File: src/rtl/audio_pkg.sv
// Shared constants for the codec serial audio path: frame geometry and the
// DAC playback state encodings.
package audio_pkg;

    localparam int SAMPLE_W = 16;
    localparam int FRAME_W  = 32;
    localparam int CNT_W    = $clog2(SAMPLE_W);

    localparam logic [CNT_W-1:0] LAST_BIT = CNT_W'(SAMPLE_W - 1);
    localparam logic [CNT_W-1:0] CNT_ONE  = CNT_W'(1);

    localparam logic [2:0] S_IDLE   = 3'd0;
    localparam logic [2:0] S_WAIT   = 3'd1;
    localparam logic [2:0] S_SEND_L = 3'd2;
    localparam logic [2:0] S_GAP    = 3'd3;
    localparam logic [2:0] S_SEND_R = 3'd4;

    function automatic logic [7:0] sat_inc8(input logic [7:0] value);
        logic [7:0] result;
        if (value == 8'hFF) begin
            result = value;
        end else begin
            result = value + 8'd1;
        end
        return result;
    endfunction

endpackage

File: src/rtl/lrck_edge_detect.sv
// Registers the codec LR clock once and flags its edges against the live
// level; shared by the DAC and ADC sides.
module lrck_edge_detect (
    input  logic clk,
    input  logic rst_n,
    input  logic lrck,
    output logic rise,
    output logic fall
);

    logic pre_lrck_r;

    // One-cycle history of the LR clock (pre_LRCLK)
    always_ff @(posedge clk or negedge rst_n) begin
        if (!rst_n) begin
            pre_lrck_r <= 1'b0;
        end else begin
            pre_lrck_r <= lrck;
        end
    end

    assign rise = ~pre_lrck_r &  lrck;
    assign fall =  pre_lrck_r & ~lrck;

endmodule

File: src/rtl/dac_controller.sv
// Serializes buffered stereo samples MSB-first onto the codec DACDAT line,
// framed by DACLRCK, with underrun detection and a saturating underrun count.
module dac_controller
    import audio_pkg::*;
(
    input  logic        i_BCLK,
    input  logic        i_rst_n,
    input  logic        i_play,
    input  logic        i_DACLRCK,
    input  logic [31:0] i_DATA,
    input  logic        i_valid,
    output logic        o_ready,
    output logic        o_DACDAT,
    output logic        o_underrun,
    output logic [7:0]  o_underrun_cnt,
    output logic [2:0]  o_PLAY_STATE
);

    logic [2:0]         state_r;
    logic [2:0]         state_s;
    logic [FRAME_W-1:0] buf_r;
    logic [FRAME_W-1:0] buf_s;
    logic               buf_full_r;
    logic               buf_full_s;
    logic [FRAME_W-1:0] shift_r;
    logic [FRAME_W-1:0] shift_s;
    logic [CNT_W-1:0]   cnt_r;
    logic [CNT_W-1:0]   cnt_s;
    logic               dacdat_r;
    logic               dacdat_s;
    logic               underrun_r;
    logic               underrun_s;
    logic [7:0]         ucnt_r;
    logic [7:0]         ucnt_s;
    logic               start_s;
    logic               load_s;
    logic               rise_s;
    logic               fall_s;

    lrck_edge_detect u_lrck_edge (
        .clk   (i_BCLK),
        .rst_n (i_rst_n),
        .lrck  (i_DACLRCK),
        .rise  (rise_s),
        .fall  (fall_s)
    );

    // Playback FSM and serializer; a falling LRCK edge always opens a new frame
    always_comb begin
        state_s    = state_r;
        shift_s    = shift_r;
        cnt_s      = cnt_r;
        dacdat_s   = 1'b0;
        underrun_s = 1'b0;
        ucnt_s     = ucnt_r;
        start_s    = 1'b0;
        load_s     = 1'b0;
        if (!i_play) begin
            state_s = S_IDLE;
            cnt_s   = '0;
        end else begin
            case (state_r)
                S_IDLE: begin
                    state_s = S_WAIT;
                    cnt_s   = '0;
                end
                S_WAIT: begin
                    start_s = fall_s;
                end
                S_SEND_L: begin
                    if (cnt_r == LAST_BIT) begin
                        state_s = S_GAP;
                        cnt_s   = '0;
                    end else begin
                        dacdat_s = shift_r[FRAME_W-1];
                        shift_s  = {shift_r[FRAME_W-2:0], 1'b0};
                        cnt_s    = cnt_r + CNT_ONE;
                    end
                end
                S_GAP: begin
                    if (fall_s) begin
                        start_s = 1'b1;
                    end else if (rise_s) begin
                        state_s  = S_SEND_R;
                        dacdat_s = shift_r[FRAME_W-1];
                        shift_s  = {shift_r[FRAME_W-2:0], 1'b0};
                        cnt_s    = '0;
                    end else begin
                        state_s = S_GAP;
                    end
                end
                S_SEND_R: begin
                    // A short frame cuts the right channel; the rest is dropped
                    if (fall_s) begin
                        start_s = 1'b1;
                    end else if (cnt_r == LAST_BIT) begin
                        state_s = S_WAIT;
                        cnt_s   = '0;
                    end else begin
                        dacdat_s = shift_r[FRAME_W-1];
                        shift_s  = {shift_r[FRAME_W-2:0], 1'b0};
                        cnt_s    = cnt_r + CNT_ONE;
                    end
                end
                default: begin
                    state_s = S_IDLE;
                    cnt_s   = '0;
                end
            endcase
        end
        if (start_s) begin
            state_s = S_SEND_L;
            cnt_s   = '0;
            load_s  = buf_full_r;
            if (buf_full_r) begin
                dacdat_s = buf_r[FRAME_W-1];
                shift_s  = {buf_r[FRAME_W-2:0], 1'b0};
            end else begin
                shift_s    = '0;
                underrun_s = 1'b1;
                ucnt_s     = sat_inc8(ucnt_r);
            end
        end else begin
            load_s = 1'b0;
        end
    end

    // One-entry sample buffer: a frame start drains it, the handshake fills it
    always_comb begin
        buf_s      = buf_r;
        buf_full_s = buf_full_r;
        if (load_s) begin
            buf_full_s = 1'b0;
        end else if (i_valid && !buf_full_r) begin
            buf_s      = i_DATA;
            buf_full_s = 1'b1;
        end else begin
            buf_full_s = buf_full_r;
        end
    end

    // State, datapath and output registers
    always_ff @(posedge i_BCLK or negedge i_rst_n) begin
        if (!i_rst_n) begin
            state_r    <= S_IDLE;
            buf_r      <= '0;
            buf_full_r <= 1'b0;
            shift_r    <= '0;
            cnt_r      <= '0;
            dacdat_r   <= 1'b0;
            underrun_r <= 1'b0;
            ucnt_r     <= 8'd0;
        end else begin
            state_r    <= state_s;
            buf_r      <= buf_s;
            buf_full_r <= buf_full_s;
            shift_r    <= shift_s;
            cnt_r      <= cnt_s;
            dacdat_r   <= dacdat_s;
            underrun_r <= underrun_s;
            ucnt_r     <= ucnt_s;
        end
    end

    assign o_ready        = ~buf_full_r;
    assign o_DACDAT       = dacdat_r;
    assign o_underrun     = underrun_r;
    assign o_underrun_cnt = ucnt_r;
    assign o_PLAY_STATE   = state_r;

endmodule

File: config.mk
export PLATFORM = sky130hd
export DESIGN_NAME = dac_controller
export DESIGN_NICKNAME = d
export VERILOG_FILES = /design/src/rtl/audio_pkg.sv /design/src/rtl/lrck_edge_detect.sv /design/src/rtl/dac_controller.sv
export SDC_FILE = /design/constraint.sdc
export NUM_CORES = 1
export LEC_CHECK = 0
export ABC_CLOCK_PERIOD_IN_PS = 2940
export BUFFER_PORTS_ARGS = -buffer_cell sky130_fd_sc_hd__clkbuf_2
export CORE_UTILIZATION = 50
export CTS_BUF_LIST = sky130_fd_sc_hd__clkbuf_16
export DETAILED_ROUTE_END_ITERATION = 16
export PLACE_DENSITY_LB_ADDON = 0.2
export RECOVER_POWER = 100
export SETUP_SLACK_MARGIN = 0.5
export SYNTH_ARGS = -nofsm -noshare
export SYNTH_HDL_FRONTEND = slang
export SYNTH_SLANG_ARGS = --single-unit
File: constraint.sdc
create_clock -name i_BCLK -period 2.94 [get_ports i_BCLK]
set_input_delay 0.735 -clock i_BCLK [delete_from_list [all_inputs] [get_ports i_BCLK]]
set_output_delay 0.735 -clock i_BCLK [all_outputs]
set_load 0.05 [all_outputs]
==> results.md, run 1 <==
- The area share of the leading cell type in the synthesized netlist is 0.552.
- The final routed wirelength across all metal layers is between 6000 and 7000 um.
- The global-route wire length before repair is approximately 11000 um.
- The effective utilization at floorplan is 0.515.
- The H-tree depth reported by CTS is 3.
- The total net switching power is 1.23 mW.
- The post-route clock period utilization is 0.795.
- Of the total power, the clock network draws 0.292.
- For this design the static power due to leakage is 1.84 nW.
- The count of flip-flops with a built-in enable after synthesis is 0.
- The half-perimeter wire length after detailed placement is approximately 4200 um.
- The critical path data arrival time is around 2.5 ns.
- The clock transition at the registers of the reported paths is 0.06 ns.
- Of all flip-flops after synthesis, the portion carrying an async set or reset was 1.00.
- The most common library cell in the layout ignoring fill and taps is dfrtp_1.
- Compared with the post-synthesis result, the final layout area differs by 16.9%.
- Among all flip-flop cells after synthesis, the most frequent one is dfrtp_1.
- The count of synthesis-stage warnings from yosys is 0.
- The maximum vdd ir drop is around 0.00042 V.
- The checks that failed: max-capacitance violations, max-slew violations.
- Setup violations remaining at the end of the flow were counted as 0.
- The die is 88.2 um tall.
- The number of global-route vias before repair came to 2364.
- After layout, the design draws a total of 4.07 mW.
- The worst setup path is of the reg -> reg kind.
- After layout, the minimum clock period comes to 2.34 ns.
- In this run the tightest slew margin relative to its limit is -0.376.
- The post-CTS setup repair buffer count is 0.
- The x dimension of the die is 88.2 um.
- The maximum frequency from static timing analysis is 0.428 GHz.
- The top cell types in the final layout, fill and taps aside, are dfrtp_1, a21oi_1, clkbuf_2.
- Counting every net in the synthesized netlist gives 352.
- The detailed router's first-iteration violation count is roughly 130.
- The post-synthesis area per instance is 11.9 um^2.
- The routed length per placed instance is 14.4 um.
- The cell count after synthesis is between 300 and 400.
- The critical-path cell with the highest stage delay is dfrtp_1.
- The clock root buffer is clkbuf_16.
- For the final routed database, the setup TNS stands at 0 ns.
- For the pin with the worst max-slew slack, the measured transition is 2.06 ns.
- The total power divided by cell area is 937 nW/um^2.
- OpenSTA, run right after detailed placement, puts the worst setup slack at 0.350 ns.
- The layout has ~640 filler cells.
- STA classifies the critical path startpoint as a flop.
- Traced cell by cell, the critical path runs through nor2b_1 > a21oi_1 > a2111oi_4 > buf_12 > mux2i_1 > a21oi_2.
- Clock latency on the worst-skew pair, taken at its later pin, is between 0.3 and 0.4 ns.
- For the worst setup path, the data required time is roughly 3.1 ns.
- The total overflow left after global routing is 0.
- The cell area that synthesis handed to floorplanning was roughly 3700 um^2.
- The first detailed-routing pass took 4 iterations.
- The clock skew is 0.00608 ns.
- The final RePlAce weighted congestion is between 0.8 and 0.9.
- The minimum setup slack in the final design is approximately 0.6 ns.
- The max-cap check violation count is 1.
- The cell type with the highest aggregate area in the netlist is dfrtp_1.
- The number of clock sinks is 82.
- Sorting the synthesized cells by area gives the leading types as dfrtp_1, mux2_2, a21oi_1.
- The worst register-to-register path has a setup slack of 0.60 ns.
- The total inserted antenna cells is 0.
- The total of cells resized after clock tree synthesis is 0.
- The final-report hold violation count is 0.
- The run finished, with violations left.
- Of the total power, combinational logic draws 0.240.
- The largest stage delay on the critical path is 0.61 ns.
- The endpoint class of the critical path is a flop.
- Internal power comes to 2.84 mW.
- In this run the tool buffered the top-level ports with 50 buffer cells.
- Of the total power, registers draw 0.469.
- Counting cells, the worst reg-to-reg path comes to 6.
- The number of I/O pins is 51.
- Of the total power, the share spent switching nets is 0.303.
- For this run, the register share of the synthesized area comes to 0.552.
- The maximum clock path buffer count is 2.
- The number of nets in the finished design is just under 400.
- In the routed layout, each cell is associated on average with a via count of 5.43.
- The min-delay analysis places its worst path in the category reg -> reg.
- The clock tree from TritonCTS is built.
- Counting flops and latches in the post-synthesis netlist gives around 80.
- The netlist uses 41 different library cells.
- The number of buffers inserted during clock tree synthesis is 9.
- The detailed router placed 2501 vias in this run.
- The number of buffers inserted by hold repair at cts is 0.
- Along the worst hold path, the cell count comes to 1.
- Setup repair after global routing left no endpoint under its margin.
- The die covers 7790 um^2.
- The area inside the core boundary is 7210 um^2.
- The initial antenna violation count is 0.
- The worst flop-to-flop path startpoint is o_PLAY_STATE[0].
- The end of the worst register-to-register path is shift_r[6].
- The end of the worst hold path is o_underrun_cnt[5].
- Along the worst path, the maximum fanout reaches 31.
- The remaining number of nets flagged by the antenna check after routing is 0.
- The number of rows created at floorplan is 31.
- Entering global routing, the biggest net connects 66 pins.
- The max-slew violation count came to 37.
- For this run, design rule violations remaining after detail routing come to 0.
- The hold path startpoint is o_underrun_cnt[5].
- The total track usage is 0.190.
- The fraction of final layout cells with drive strength greater than 1 is 0.265.
flip-flops by register name (all words and copies together) (netlist names):
name                    count
shift_r                    31
buf_r                      32
cnt_r                       4
o_underrun                  1
o_underrun_cnt              8
buf_full_r                  1
o_PLAY_STATE                3
o_DACDAT                    1
u_lrck_edge.pre_lrck_r      1
cells by family after synthesis:
logic type	Yosys count	synth area share
AO/OA/AOI/OAI	84	0.133
flip-flops	82	0.552
multiplexers	63	0.181
AND/OR/NAND/NOR	50	0.0771
buffers and inverters	24	0.0323
XOR/XNOR	8	0.0188
adder cells (fa/ha/maj)	2	0.00673
worst max-delay path, delay by kind of cell (launching register included):
family	cells	cell delay (ns)
mux	1	0.27
buf+inv	1	0.28
simple gates	1	0.39
compound gates	3	0.63
flops	1	0.61
power groups by stage:
stage	clock, mW	combinational, mW	sequential (mW)
after floorplan	0	0.764	1.87
after global placement	0	0.953	1.91
after detailed placement	0	0.993	1.93
after CTS	1.22	0.996	1.91
after global routing	1.27	1.08	1.97
final	1.19	0.975	1.91
metrics by stage:
| stage | hold slack (ns) | instance area, um^2 | util | instances |
|---|---|---|---|---|
| 2_1_floorplan | 0.439 | 3720 | - | 313 |
| 3_3_place_gp | 0.479 | 4050 | 0.562 | 445 |
| 3_5_place_dp | 0.493 | 4050 | 0.562 | 445 |
| 4_1_cts | 0.387 | 4370 | 0.606 | 461 |
| 5_1_grt | 0.522 | 4350 | 0.602 | 461 |
| 6_report | 0.503 | 4350 | 0.602 | 461 |
worst max path at each step:
stage	start	to	slack, ns	cells after the start
2_1_floorplan	i_DACLRCK	shift_r[15]	0.50	7
3_3_place_gp	i_DACLRCK	shift_r[15]	0.41	7
3_5_place_dp	i_DACLRCK	shift_r[6]	0.35	7
5_1_grt	i_rst_n	shift_r[1]	0.37	1
6_report	o_PLAY_STATE[0]	shift_r[6]	0.60	6
4_1_cts	o_PLAY_STATE[0]	shift_r[6]	0.61	6
cell usage after synthesis (2+ instances only):
master / count
o22ai_1: 2
nand3b_1: 4
xor2_1: 2
dfrtp_1: 82
nand4_1: 3
and3_1: 3
a21oi_2: 5
mux2i_1: 30
nor3b_1: 2
ha_1: 2
mux2_2: 32
nor2b_1: 2
o21ai_0: 5
nand3_1: 4
nand2_1: 12
nor2_1: 10
buf_6: 4
and3b_1: 2
xnor2_1: 6
clkbuf_1: 18
a21oi_1: 62
inv_1: 2
final cells by class:
cell class              count  area, um^2  area share
well taps                  99         124      0.0285
inverters                   2        7.51     0.00173
repair buffers             55         290      0.0668
clock buffers               9         225      0.0518
clock inverters             7        92.6      0.0213
multi-input cells         207        1550       0.358
flip-flops and latches     82        2050       0.472
layer usage:
| layer | wire, um | GRT usage | vias up | share of wire |
|---|---|---|---|---|
| li1 | - | - | 1213 | - |
| met4 | 110 | 0.0792 | 0 | 0.017 |
| met5 | 0 | 0 | - | 0 |
| met3 | 179 | 0.0401 | 9 | 0.027 |
| met2 | 3150 | 0.299 | 34 | 0.48 |
| met1 | 3180 | 0.257 | 1245 | 0.48 |
Note: power is estimated with default switching activity, not from simulation.
==> run 2: changes to the inputs <==
Settings changed: ABC_CLOCK_PERIOD_IN_PS 2940 to 2400.
Clock period 2.94 ns to 2.4 ns, I/O delays scaled along.
==> run 2 against run 1 <==
The run now ends clean. Register-to-register slack worse by 0.38 ns. Cell area up 7.1%. Critical path depth up 1. Power up 27%. First-iteration DRC count down 21%. Setup slack worse by 0.38 ns. Count of clock-buffer cells in the layout unchanged. Clock skew up 0.0010 ns. Final cell count up 5.9%. Via count up 7.8%. Sequential cell count unchanged. Sequential share of layout area down 3.1 points. Largest cell class unchanged.
==> results.md, run 2 (same netlist as run 1, synthesis figures left out) <==
- The most common library cell in the layout ignoring fill and taps is dfrtp_1.
- The maximum frequency from static timing analysis is 0.460 GHz (+7.5%).
- The clock skew is 0.00711 ns (+0.00103 ns).
- The H-tree depth reported by CTS is 3 (unchanged).
- The detailed-route DRC error count is 0 (unchanged).
- The total track usage is 0.214 (+0.0245).
- The startpoint type of the worst setup path is a flop.
- The half-perimeter wire length after detailed placement is 4460 um (+5.3%).
- The run finished with clean final reports.
- The number of buffers inserted during clock tree synthesis is 9 (unchanged).
- The clock latency of the later-clocked register in the worst-skew pair was 0.33 ns (about the same).
- The sum of negative setup slack is 0 ns (unchanged).
- The path class of the tightest hold or removal check is in -> async.
- The total number of vias came to 2695 (+7.8%).
- The max-cap check violation count is 0 (-1).
- The minimum clock period after layout is 2.17 ns (-0.164 ns).
- The number of global-route vias before repair is 2588 (+9.5%).
- The initial antenna violation count is 0 (unchanged).
- Setup repair after global routing could not meet its margin everywhere.
- The maximum clock path buffer count came to 2 (unchanged).
- The utilization after layout is 0.645 (+0.0427).
- The die area came to 7790 um^2 (unchanged).
- The post-route clock period utilization is 0.906 (+0.111).
- The root buffer cell chosen for the clock tree is clkbuf_16.
- The number of clock sinks came to 82 (unchanged).
- The number of I/O pins is 51 (unchanged).
- The number of nets in the finished design is 423 (+6.8%).
- In the layout the commonest cells are dfrtp_1, a21oi_1, clkbuf_2.
- The final RePlAce weighted congestion is 0.782 (-2.7%).
- The leakage power of the design is 2.02 nW (+9.4%).
- The effective utilization at floorplan came to 0.515 (unchanged).
- The flip-flop count of the largest register, all copies and words added was 32 (unchanged).
- Relative to the synthesized area, the layout overhead comes to 25.1%.
- The total power divided by cell area is 1110 nW/um^2 (+19%).
- The critical path is of the reg -> reg type.
- The per-cell via count in the routed design is 5.52 (+1.8%).
- The endpoint class of the critical path is a flop.
- Tracing the worst setup path back leads to its startpoint at u_lrck_edge.pre_lrck_r.
- The clock tree from TritonCTS is built.
- The global-route wire length before repair is 12500 um (+12%).
- The number of rows created at floorplan is 31 (unchanged).
- The remaining number of nets flagged by the antenna check after routing is 0 (unchanged).
- The vertical extent of the die came to 88.2 um (unchanged).
- The total inserted antenna cells was 0 (unchanged).
- The count of buffers inserted at the top-level ports is 50 (unchanged).
- The overall power consumption is 5.19 mW (+27%).
- The minimum setup slack in the final design came to 0.225 ns (-0.376 ns).
- The routed length per placed instance is 15.7 um (+9.2%).
- The largest net degree at the start of global routing is 46 (-30%).
- The final routed wirelength across all metal layers came to 7660 um (+16%).
- The critical path data arrival time is 2.37 ns (-0.15 ns).
- The startpoint identified for the worst register-to-register timing path is u_lrck_edge.pre_lrck_r.
- The required time reported for the critical path endpoint was 2.60 ns (-0.52 ns).
- The fraction of final layout cells with drive strength greater than 1 was 0.324 (+0.0587).
- The worst slew margin relative to its limit is 0.324 (+0.700).
- The pre-CTS setup slack was 0.0380 ns (-0.312 ns).
- The detailed router's first-iteration violation count was 100 (-21%).
- The overflow left after global routing is 0 (unchanged).
- The final-report hold violation count is 0 (unchanged).
- The iteration count of the initial detailed-routing pass is 4 (unchanged).
- The clock transition at the registers of the reported paths came to 0.06 ns (about the same).
- The measured slew at the worst slew-check pin is 1.01 ns (-1.05 ns).
- The maximum fanout encountered on the critical timing path is 8 (-74%).
- The maximum vdd ir drop is 0.000723 V (+72%).
- The max-slew violation count is 0 (-100%).
- The total setup violations reported at the end of the flow is 0 (unchanged).
- The register with the most flip-flops in the final layout is buf_r.
- The area inside the core boundary is 7210 um^2 (unchanged).
- The x dimension of the die is 88.2 um (unchanged).
[run 2: changes by cell type in the layout (fill, tap and decap cells not counted), sizes merged]
cell      previous run  this run
buf                  4        20
bufinv               2         3
clkbuf              60        71
clkinv               1         0
clkinvlp             2         0
inv                  4         6
[run 2: layer usage]
metal / vias to the layer above / track usage / part of all wire
met1: 1349 / 0.302 / 0.47
met5: - / 0 / 0
met4: 0 / 0.0645 / 0.011
met3: 9 / 0.0485 / 0.040
li1: 1271 / - / -
met2: 66 / 0.334 / 0.48
[run 2: area by class of cell]
cell class                      count  area (um^2)
Timing Repair Buffer               82          546
Tap cell                           99          124
Clock inverter                      7          110
Clock buffer                        9          225
Fill cell                         581         2560
Sequential cell                    82         2050
Inverter                            2         7.51
Multi-Input combinational cell    207         1590
[run 2: timing repair]
item | CTS | global route
setup buffers | 15 | 2
pin swaps | 8 | 3
gates resized for setup | 10 | 8
setup endpoints to repair | 37 | 39
hold buffers | 0 | 0
cloned | 3 | 1
[run 2: through the flow]
stage          area (um^2)  instances  hold slack (ns)
6_report              4650        488            0.441
4_1_cts               4670        485            0.259
2_1_floorplan         3740        313            0.304
3_3_place_gp          4110        451            0.487
3_5_place_dp          4110        451            0.493
5_1_grt               4650        488            0.491
[run 2: path summary, 6_finish.rpt]
| path | end | slack [ns] | depth (start not counted) |
|---|---|---|---|
| worst max-delay path | shift_r[9] | 0.23 | 7 |
| worst min-delay path | cnt_r[2] | 0.44 | 1 |
| worst max register to register | shift_r[9] | 0.23 | 7 |
| worst min register to register | o_underrun_cnt[5] | 0.50 | 1 |
| max in group asynchronous | o_PLAY_STATE[0] | 1.20 | 2 |
| min in group i_BCLK | buf_r[31] | 0.50 | 2 |
[run 2: worst max-delay path, cell delays in order, from the launching register on]
cell,delay [ns]
dfrtp_1,0.37
nor2b_1,0.14
or4b_4,0.49
a2111oi_4,0.32
clkbuf_2,0.28
buf_16,0.17
mux2i_1,0.19
a21oi_1,0.08
[run 2: report_power, final]
part,switching (mW),internal [mW],total [mW]
logic,0.648,0.667,1.31
clock network,0.517,1.01,1.53
registers,0.386,1.96,2.35
total,1.55,3.64,5.19
